`config.mk`:
```
export PLATFORM = sky130hd
export DESIGN_NAME = pipe_stage_reg
export DESIGN_NICKNAME = d
export VERILOG_FILES = /design/src/rtl/pipe_stage_reg.sv
export SDC_FILE = /design/constraint.sdc
export NUM_CORES = 1
export LEC_CHECK = 0
export BUFFER_PORTS_ARGS = -buffer_cell sky130_fd_sc_hd__buf_2
export CAP_MARGIN = 20
export CORE_AREA = 10 10 95 97
export CTS_BUF_LIST = sky130_fd_sc_hd__clkbuf_8
export DETAILED_ROUTE_END_ITERATION = 8
export DIE_AREA = 0 0 105 107
export PLACE_DENSITY = 0.77
export SYNTH_ARGS = -nofsm -noshare
export SYNTH_HDL_FRONTEND = slang
export SYNTH_SLANG_ARGS = --single-unit
```
`constraint.sdc`:
```
create_clock -name clk -period 4.84 [get_ports clk]
set_clock_uncertainty 0.05 [all_clocks]
set_input_delay 0 -clock clk [delete_from_list [all_inputs] [get_ports clk]]
set_output_delay 0 -clock clk [all_outputs]
set_load 0.01 [all_outputs]
```
`src/rtl/pipe_stage_reg.sv`:
```
// -----------------------------------------------------------------------------
// pipe_stage_reg
//   Valid/ready pipeline stage register for the riscx core. Carries a packed
//   stage payload from one core stage to the next. It supports a synchronous
//   flush, a stall input that holds back new beats only, and a saturating
//   counter of back-pressure cycles.
//
//   SKID=0 : single register. in_ready_o depends combinationally on
//            out_ready_i.
//   SKID=1 : two-entry skid buffer. in_ready_o depends only on registered
//            state, stall_i and flush_i.
//
// Ports
//   clk          clock, rising edge
//   rst_n        synchronous active-low reset
//   flush_i      clears all valid bits at the next edge; data is kept
//   stall_i      blocks acceptance only; held beats still drain
//   in_valid_i   upstream beat valid
//   in_ready_o   stage can accept
//   in_data_i    upstream payload [DW]
//   out_valid_o  downstream beat valid
//   out_ready_i  downstream accepts
//   out_data_o   downstream payload [DW], always from the main register
//   occ_o        number of entries held (0..2)
//   bp_cnt_o     saturating count of cycles with out_valid_o & ~out_ready_i
// -----------------------------------------------------------------------------
module pipe_stage_reg #(
  parameter int DW    = 64,
  parameter int SKID  = 0,
  parameter int CNT_W = 16
) (
  input  logic             clk,
  input  logic             rst_n,
  input  logic             flush_i,
  input  logic             stall_i,
  input  logic             in_valid_i,
  output logic             in_ready_o,
  input  logic [DW-1:0]    in_data_i,
  output logic             out_valid_o,
  input  logic             out_ready_i,
  output logic [DW-1:0]    out_data_o,
  output logic [1:0]       occ_o,
  output logic [CNT_W-1:0] bp_cnt_o
);

  logic          in_xfer;
  logic          out_xfer;
  logic [DW-1:0] main_data_q, main_data_d;

  assign in_xfer    = in_valid_i & in_ready_o;
  assign out_xfer   = out_valid_o & out_ready_i;
  assign out_data_o = main_data_q;

  generate
    if (SKID == 0) begin : g_single
      logic main_valid_q, main_valid_d;

      always_comb begin
        main_valid_d = main_valid_q;
        main_data_d  = main_data_q;
        if (flush_i) begin
          main_valid_d = 1'b0;
        end else if (in_xfer) begin
          main_valid_d = 1'b1;
          main_data_d  = in_data_i;
        end else if (out_xfer) begin
          main_valid_d = 1'b0;
        end
      end

      always_ff @(posedge clk) begin
        if (!rst_n) begin
          main_valid_q <= 1'b0;
          main_data_q  <= '0;
        end else begin
          main_valid_q <= main_valid_d;
          main_data_q  <= main_data_d;
        end
      end

      // rst_n is folded in so the stage never advertises ready during reset.
      assign in_ready_o  = rst_n & ~flush_i & ~stall_i & (~main_valid_q | out_ready_i);
      assign out_valid_o = main_valid_q;
      assign occ_o       = {1'b0, main_valid_q};

    end else begin : g_skid
      localparam logic [1:0] EMPTY = 2'd0;
      localparam logic [1:0] ONE   = 2'd1;
      localparam logic [1:0] FULL  = 2'd2;

      // The state value equals the number of valid entries.
      logic [1:0]    state_q, state_d;
      logic [DW-1:0] skid_data_q, skid_data_d;

      // State and data registers
      always_ff @(posedge clk) begin
        if (!rst_n) begin
          state_q     <= EMPTY;
          main_data_q <= '0;
          skid_data_q <= '0;
        end else begin
          state_q     <= state_d;
          main_data_q <= main_data_d;
          skid_data_q <= skid_data_d;
        end
      end

      // Next state and data steering
      always_comb begin
        state_d     = state_q;
        main_data_d = main_data_q;
        skid_data_d = skid_data_q;
        if (flush_i) begin
          state_d = EMPTY;
        end else begin
          case (state_q)
            EMPTY: begin
              if (in_xfer) begin
                state_d     = ONE;
                main_data_d = in_data_i;
              end
            end
            ONE: begin
              if (in_xfer && out_xfer) begin
                main_data_d = in_data_i;
              end else if (in_xfer) begin
                state_d     = FULL;
                skid_data_d = in_data_i;
              end else if (out_xfer) begin
                state_d = EMPTY;
              end
            end
            FULL: begin
              // in_ready_o is low here, so only the drain case exists.
              if (out_xfer) begin
                state_d     = ONE;
                main_data_d = skid_data_q;
              end
            end
            default: state_d = EMPTY;
          endcase
        end
      end

      // Outputs
      always_comb begin
        out_valid_o = (state_q == ONE) || (state_q == FULL);
        in_ready_o  = rst_n & ~flush_i & ~stall_i & (state_q != FULL);
        occ_o       = state_q;
      end
    end
  endgenerate

  // Back-pressure counter: cleared by reset only, saturates at all-ones.
  logic [CNT_W-1:0] bp_cnt_q, bp_cnt_d;

  always_comb begin
    bp_cnt_d = bp_cnt_q;
    if (out_valid_o && !out_ready_i && !(&bp_cnt_q)) begin
      bp_cnt_d = bp_cnt_q + CNT_W'(1);
    end
  end

  always_ff @(posedge clk) begin
    if (!rst_n) begin
      bp_cnt_q <= '0;
    end else begin
      bp_cnt_q <= bp_cnt_d;
    end
  end

  assign bp_cnt_o = bp_cnt_q;

endmodule

```
# == Word-level counts from Yosys, hierarchy flattened ==
# Cells that the tools add are included.
# totals
register_bits,81
# classes
n_addsub,1
muxes,2
n_bitwise,10
n_reduce_logical,8
# op_table
op,n
"adder 16 x 1 -> 16 bit, second input constant",1
AND reduction 16 bit,1
AND 1 bit,5
inverter 1 bit,4
logical AND 1 bit,2
logical NOT 1 bit,2
2-to-1 mux 1 bit,2
AND reduction 2 bit,1
nonzero test 2 bit,1
OR reduction 2 bit,1
bitwise OR 1 bit,1

# == Logic depth before layout (Yosys ltp) ==
# Gate-level depths: netlist (run 1).
# depth
ltp_word,6
ltp_mapped,6
mapped_depth_nobuf,5

# == Worst setup path after synthesis (run 1) ==
# Ideal clock, no wire load.
# synth_path
kind,flip-flop to flip-flop
start,"register bp_cnt_q[0], in the netlist bp_cnt_o[0]"
end,"register bp_cnt_q[4], in the netlist bp_cnt_o[4]"
setup_ps,115
arrival_time_ps,1606
required_time_ps,4675
setup_slack_ps,3069
stages_incl_launch_ff,7
n_path_buf,1
period_less_slack_ps,1771
path_cell_list,dfxtp_1 ha_1 nand4_1 nor4_1 buf_2 nor4_1 o21a_1
# synth_between
elab_chain_cells,3
# synth_lines
element,line,rtl
"start, declared",155,"logic [CNT_W-1:0] bp_cnt_q, bp_cnt_d;"
"start signal, assigned",168,bp_cnt_q <= bp_cnt_d;
"parallel branches: the longest is 3 deep, another holds adder 16 x 1 -> 16 bit",--,
# Parallel ways; which one is timed is not known.
# A chain may end at the register's enable or synchronous reset.

# == Worst setup path after layout (run 1) ==
# Ends and elaborated chain as after synthesis.

==> summary.md, run 1 <==
| Metric | Value |
|---|---|
| Fin cells | `696` |
| RSZ-0062 raised after global routing | `false` |
| Slew at the pin with the worst max-slew slack | `0.918 ns` |
| Sink Count | `81` |
| R2r startpoint | `bp_cnt_o[0]` |
| Final Max Tran Viols | `0` |
| Vias in the first global route | `3,471` |
| Status | `finished clean` |
| Placed cells | `615` |
| Die X | `105 µm` |
| Max-slew headroom | `38.6%` |
| Yosys warns | `0` |
| Final #Nets | `665` |
| Antenna violations before repair | `0` |
| Critical Path RT | `5.01 ns` |
| N_diodes | `0` |
| Setup violations, final | `0` |
| Fillers | `608` |
| Syn-to-layout area delta | `54.1%` |
| Initial Util | `43.7%` |
| Final Hold Viols | `0` |
| Pint | `1100 µW` |
| Max clock buf depth | `2` |
| Min-delay worst type | `primary input to register` |
| Max rail drop VDD | `0.000167 V` |
| Total die area | `11,200 µm²` |
| Clock-pin slew on the worst setup and hold paths | `0.07 ns` |
| HP Start | `out_ready_i` |
| Crit Path Max Fanout | `7` |
| Met2 usage | `31.0%` |
| Maxcap violations | `0` |
| PD cells | `287 nW/µm²` |
| Top Ports | `154` |
| Period minus WS final | `2.41 ns` |
| CTS tree | `done` |
| Combinational power share | `9.3%` |
| First-pass GRT wire length | `16,900 µm` |
| Final hold slack | `0.0537 ns` |
| HPWL after detailed placement | `6620 µm` |
| H-Tree Level Count | `3` |
| Top Usage Layer GRT | `met2` |
| Syn Area/Cell | `8.06 µm²` |
| Reg2Reg Depth | `6` |
| Fmax | `416 MHz` |
| Sequential Power Share | `49.6%` |
| DR vias/cell | `4.95` |
| Core box area | `7140 µm²` |
| # rows | `31` |
| Largest net degree at the start of global routing | `65` |
| First-pass DRT Iterations | `5` |
| Port Buffers | `152` |
| DR WL/cell | `14.8 µm` |
| Worst-skew pair later-pin latency | `0.32 ns` |
| DRT Wirelength | `10,300 µm` |
| Post-synthesis sequential area ratio | `52.0%` |
| Flip-flop and latch count after synthesis | `81` |
| Synthesized instance count | `387` |
| Leak | `0.00209 µW` |
| Die Ht | `107 µm` |
| Gr usage total | `17.9%` |
| Post-Syn Area | `3120 µm²` |
| Hold Path Cell Cnt | `4` |
| R2R Path End | `bp_cnt_o[4]` |
| Tcrit/Tclk final | `49.7%` |
| CTS root buf | `clkbuf_8` |
| Share of layout cells above drive strength 1 | `29.3%` |
| Post-route ant nets | `0` |
| Arrival @ worst endpoint | `2.58 ns` |
| GRT met1 Usage | `19.8%` |
| Synth cell types | `40` |
| Switching share of power | `20.2%` |
| Sw Pwr | `278 µW` |
| Flop-to-flop setup slack | `2.43 ns` |
| Via count | `3,445` |
| Critical path startpoint category | `register` |
| Clk pwr share | `41.1%` |
| Placer congestion estimate | `0.884` |
| CTS buffer count | `9` |
| Post-CTS setup buffer count | `0` |
| DRC violations left | `0` |
| Setup Total Neg Slack | `0 ns` |
| DR iter-0 viols | `154` |
| Hold EP | `bp_cnt_o[12]` |
| Critical path type | `register to register` |
| Met3 Usage GRT | `5.87%` |
| Overflow after GRT | `0` |
| Crit end category | `register` |
| Synthesized net count | `458` |
stage by stage:
stage | area (µm²) | util, % | worst slack, ns | total power [µW]
CTS | 4780 | 67.0 | 2.47 | 1390
global placement | 3890 | 54.5 | 2.46 | 780
global route | 4800 | 67.3 | 2.23 | 1430
detailed placement | 3890 | 54.5 | 2.48 | 782
floorplan | 3120 | - | 3.07 | 738
finish | 4800 | 67.3 | 2.43 | 1380
critical path, cell delays in order (launching register included):
cell and delay, ns:
dfxtp_1 0.47, ha_1 0.24, nand4_1 0.23, nor4_1 0.79
buf_2 0.28, nor4_1 0.06, o21a_1 0.17
cell usage in the layout, fill, tap and decap left out, types with 2 or more instances in the layout:
cell	instances
nand2_1	136
and3_1	2
dfxtp_1	81
buf_2	153
clkbuf_8	10
nand4_1	6
nor4_1	4
mux2i_1	2
nand2b_1	4
nor2b_1	2
nand3_1	5
o21ai_0	3
o211ai_1	2
dlygate4sd3_1	66
a21oi_1	73
o31ai_1	7
nor3_1	3
bufinv_16	3
buf_4	2
or4_1	4
nor2_1	4
or3_1	3
inv_1	3
power by group through the flow:
| stage | combinational, µW | clock (µW) | sequential, µW |
|---|---|---|---|
| 2_1_floorplan | 34.0 | 0 | 704 |
| 3_3_place_gp | 82.3 | 0 | 697 |
| 3_5_place_dp | 84.2 | 0 | 698 |
| 4_1_cts | 126 | 586 | 682 |
| 5_1_grt | 141 | 610 | 684 |
| 6_report | 129 | 566 | 683 |
cells by family (layout without fill, tap and decap cells):
kind of cell,count (synthesis),after routing,share of synthesized area (%)
simple gates,181,181,26.0
other cells,1,1,0.120
buf+inv,29,239,4.57
flops,81,81,52.0
xor+xnor,1,1,0.281
compound gates,91,91,16.0
fa+ha+maj,1,1,0.401
mux,2,2,0.642
state kept, by name, summed over array words and instances (netlist names):
| name | cells |
|---|---|
| out_data_o | 64 |
| bp_cnt_o | 16 |
| out_valid_o | 1 |
timing repair:
| item | CTS | global route |
|---|---|---|
| hold buffers | 66 | 0 |
| endpoints found under the hold margin | 70 | 0 |
| gates resized for setup | 0 | 0 |
routing by layer:
metal / part of all wire, % / routed length, µm
met1: 41 / 4200
met2: 50 / 5120
met3: 7.7 / 793
met4: 2.1 / 217
met5: 0 / 0
worst max-delay path by stage:
stage               slack, ns             end  cells after the start        start
global placement         2.46     bp_cnt_o[5]                      5  bp_cnt_o[0]
CTS                      2.47  out_data_o[47]                      7        rst_n
detailed placement       2.48  out_data_o[63]                      5  out_valid_o
floorplan                3.07     bp_cnt_o[4]                      6  bp_cnt_o[0]
global route             2.23  out_data_o[60]                      5  out_valid_o
finish                   2.43     bp_cnt_o[4]                      6  bp_cnt_o[0]
Yosys cell counts, drive strengths merged:
library cell,count,area [µm²]
nand2,136,510
dfxtp,81,1620
a21oi,73,365
buf,16,78.8
clkbuf,9,43.8
nand4,7,58.8
o31ai,7,52.6
nand3,5,25.0
nand2b,4,25.0
nor2,4,15.0
nor4,4,25.0
or3,4,26.3
or4,4,30.0
and3,3,20.0
inv,3,11.3
nor3,3,15.0
o21ai,3,15.0
and4,2,17.5
mux2i,2,20.0
nor2b,2,12.5
o211ai,2,15.0
a221oi,1,8.76
a31oi,1,6.26
and2,1,6.26
and4b,1,13.8
conb,1,3.75
dlygate4sd1,1,8.76
ha,1,12.5
nand4b,1,8.76
o2111a,1,11.3
o2111ai,1,8.76
o21a,1,7.51
o31a,1,8.76
xor2,1,8.76
final cells by class:
class                      count  area (µm²)  share of cell area [%]
sequential                    81        1620                    33.8
timing repair buffer         222        1460                    30.4
multi-input combinational    277        1360                    28.2
clock buffer                  10         138                    2.86
tap                           99         124                    2.58
clock inverter                 4        93.8                    1.95
inverter                       3        11.3                   0.234
No activity file was read; power rests on OpenSTA's default activity.
==> inputs of run 2 (changes only) <==
Settings changed: CORE_AREA 10 10 95 97 to 10 10 97 99, DIE_AREA 0 0 105 107 to 0 0 107 109.
Clock period 4.84 ns to 2.2 ns, I/O delays scaled along.
==> summary.md, run 2 (synthesis results as in run 1) <==
| Metric | Value |
|---|---|
| Status | `finished clean` |
| H-Tree Level Count | `3 (unchanged)` |
| Overflow after GRT | `0 (unchanged)` |
| Leak | `0.00210 µW (+0.28%)` |
| Max rail drop VDD | `0.000368 V (+120%)` |
| Hold Path Cell Cnt | `4 (unchanged)` |
| Die X | `107 µm (+1.9%)` |
| Total die area | `11,700 µm² (+3.8%)` |
| Post-CTS Resized | `0 (unchanged)` |
| Final hold slack | `0.0662 ns (+0.0125 ns)` |
| Gr usage total | `17.4% (-0.46 points)` |
| Die Ht | `109 µm (+1.9%)` |
| Max clock buf depth | `2 (unchanged)` |
| CP max stage cell | `or4_1` |
| Antenna violations before repair | `0 (unchanged)` |
| Tcrit/Tclk final | `84.3% (+35 points)` |
| Multi-input gate area | `1360 µm² (unchanged)` |
| Setup violations, final | `0 (unchanged)` |
| Critical Path RT | `2.41 ns (-2.60 ns)` |
| Arrival @ worst endpoint | `2.07 ns (-0.51 ns)` |
| Initial Util | `41.4% (-2.3 points)` |
| Via count | `3,480 (+1.0%)` |
| Slew at the pin with the worst max-slew slack | `0.637 ns (-0.280 ns)` |
| Final core occ | `63.9% (-3.4 points)` |
| Largest delay share family, worst path | `simple AND/OR/NAND/NOR gates` |
| DR WL/cell | `15.1 µm (+1.6%)` |
| Setup Total Neg Slack | `0 ns (unchanged)` |
| Worst-skew pair later-pin latency | `0.33 ns (about the same)` |
| Post-route ant nets | `0 (unchanged)` |
| Critical path type | `register to register` |
| PD cells | `603 nW/µm² (+110%)` |
| Largest net degree at the start of global routing | `41 (-37%)` |
| # rows | `32 (+3.2%)` |
| Crit Path Max Fanout | `7 (unchanged)` |
| Max-slew headroom | `57.5% (+19 points)` |
| First-pass GRT wire length | `16,600 µm (-1.6%)` |
| Critical path startpoint category | `register` |
| Placer congestion estimate | `0.870 (-1.6%)` |
| Min-delay worst type | `primary input to register` |
| CTS buffer count | `9 (unchanged)` |
| Syn-to-layout area delta | `54.3%` |
| Period minus WS final | `1.85 ns (-0.552 ns)` |
| Max reg flops | `64 (unchanged)` |
| Reg2Reg Depth | `5 (-1)` |
| Pre-CTS setup slack | `0.382 ns (-2.09 ns)` |
| Fillers | `654 (+7.6%)` |
| N_diodes | `0 (unchanged)` |
| RSZ-0062 raised after global routing | `false` |
| Seq. cell area | `1620 µm² (unchanged)` |
| Post-route setup slack | `0.346 ns (-2.09 ns)` |
| CTS tree | `done` |
| Crit path depth | `5 (-1)` |
| Top Ports | `154 (unchanged)` |
| CTS root buf | `clkbuf_8` |
| Maxcap violations | `0 (unchanged)` |
| Sink Count | `81 (unchanged)` |
| Commonest cells after routing, fill and taps aside | `152 x buf_2, 136 x nand2_1, 81 x dfxtp_1` |
| DRT Wirelength | `10,600 µm (+2.7%)` |
| DR vias/cell | `4.95 (about the same)` |
| DRC violations left | `0 (unchanged)` |
| Port Buffers | `152 (unchanged)` |
| DR iter-0 viols | `119 (-23%)` |
| Final Hold Viols | `0 (unchanged)` |
| Final #Nets | `669 (+0.60%)` |
| HPWL after detailed placement | `7000 µm (+5.8%)` |
| CP Buf/Inv Count | `0 (-1)` |
| Design Power | `2900 µW (+110%)` |
| Core box area | `7530 µm² (+5.5%)` |
| Share of layout cells above drive strength 1 | `29.6% (+0.30 points)` |
| CP cell instances | `ha_1 > and4_1 > nand3_1 > or4_1 > a21oi_1` |
| Fmax | `539 MHz (+30%)` |
| Clock-pin slew on the worst setup and hold paths | `0.08 ns (about the same)` |
| First-pass DRT Iterations | `4 (-1)` |
| Vias in the first global route | `3,408 (-1.8%)` |
| Slowest stage delay, CP | `0.52 ns (-0.27 ns)` |
| Crit end category | `register` |
| Final Max Tran Viols | `0 (unchanged)` |
| Commonest non-fill, non-tap cell in the layout | `buf_2` |
[run 2: worst paths after layout]
| path | slack [ns] | startpoint | end |
|---|---|---|---|
| max reg2reg | 0.35 | bp_cnt_o[0] | bp_cnt_o[14] |
| min reg2reg | 0.40 | out_data_o[45] | out_data_o[45] |
| max | 0.35 | bp_cnt_o[0] | bp_cnt_o[14] |
| min | 0.07 | out_ready_i | bp_cnt_o[12] |
[run 2: layout make-up]
class / count / area share (%)
flip-flops and latches: 81 / 33.7
clock inverters: 5 / 1.53
repair buffers: 226 / 31.1
inverters: 3 / 0.234
multi-input cells: 277 / 28.2
well taps: 102 / 2.65
clock buffers: 9 / 2.58
[run 2: metal layers]
metal,track usage [%],share of wire (%),vias up
met5,0,0,-
met4,7.35,1.5,0
met3,5.60,6.9,12
met2,32.7,53,111
met1,17.4,39,1624
li1,-,-,1733
[run 2: worst reg2reg max path, cell delays in order (launching register included)]
cell and delay [ns]:
dfxtp_1 0.48, ha_1 0.24, and4_1 0.23, nand3_1 0.12
or4_1 0.52, a21oi_1 0.15
[run 2: what timing repair did]
action,CTS,global route
setup buffers,0,0
hold endpoints to repair,70,0
hold buffers,67,0
[run 2: power breakdown]
part / switching [µW] / leakage, µW / internal, µW / total (µW)
Combinational: 124 / 0.00134 / 163 / 287
Sequential: 12.4 / 0.000655 / 1490 / 1500
Clock: 493 / 0.000106 / 619 / 1110
[run 2: stage by stage]
| step | instances | instance area (µm²) |
|---|---|---|
| floorplan | 387 | 3120 |
| global placement | 622 | 3940 |
| detailed placement | 622 | 3940 |
| CTS | 703 | 4810 |
| global route | 703 | 4810 |
| finish | 703 | 4810 |
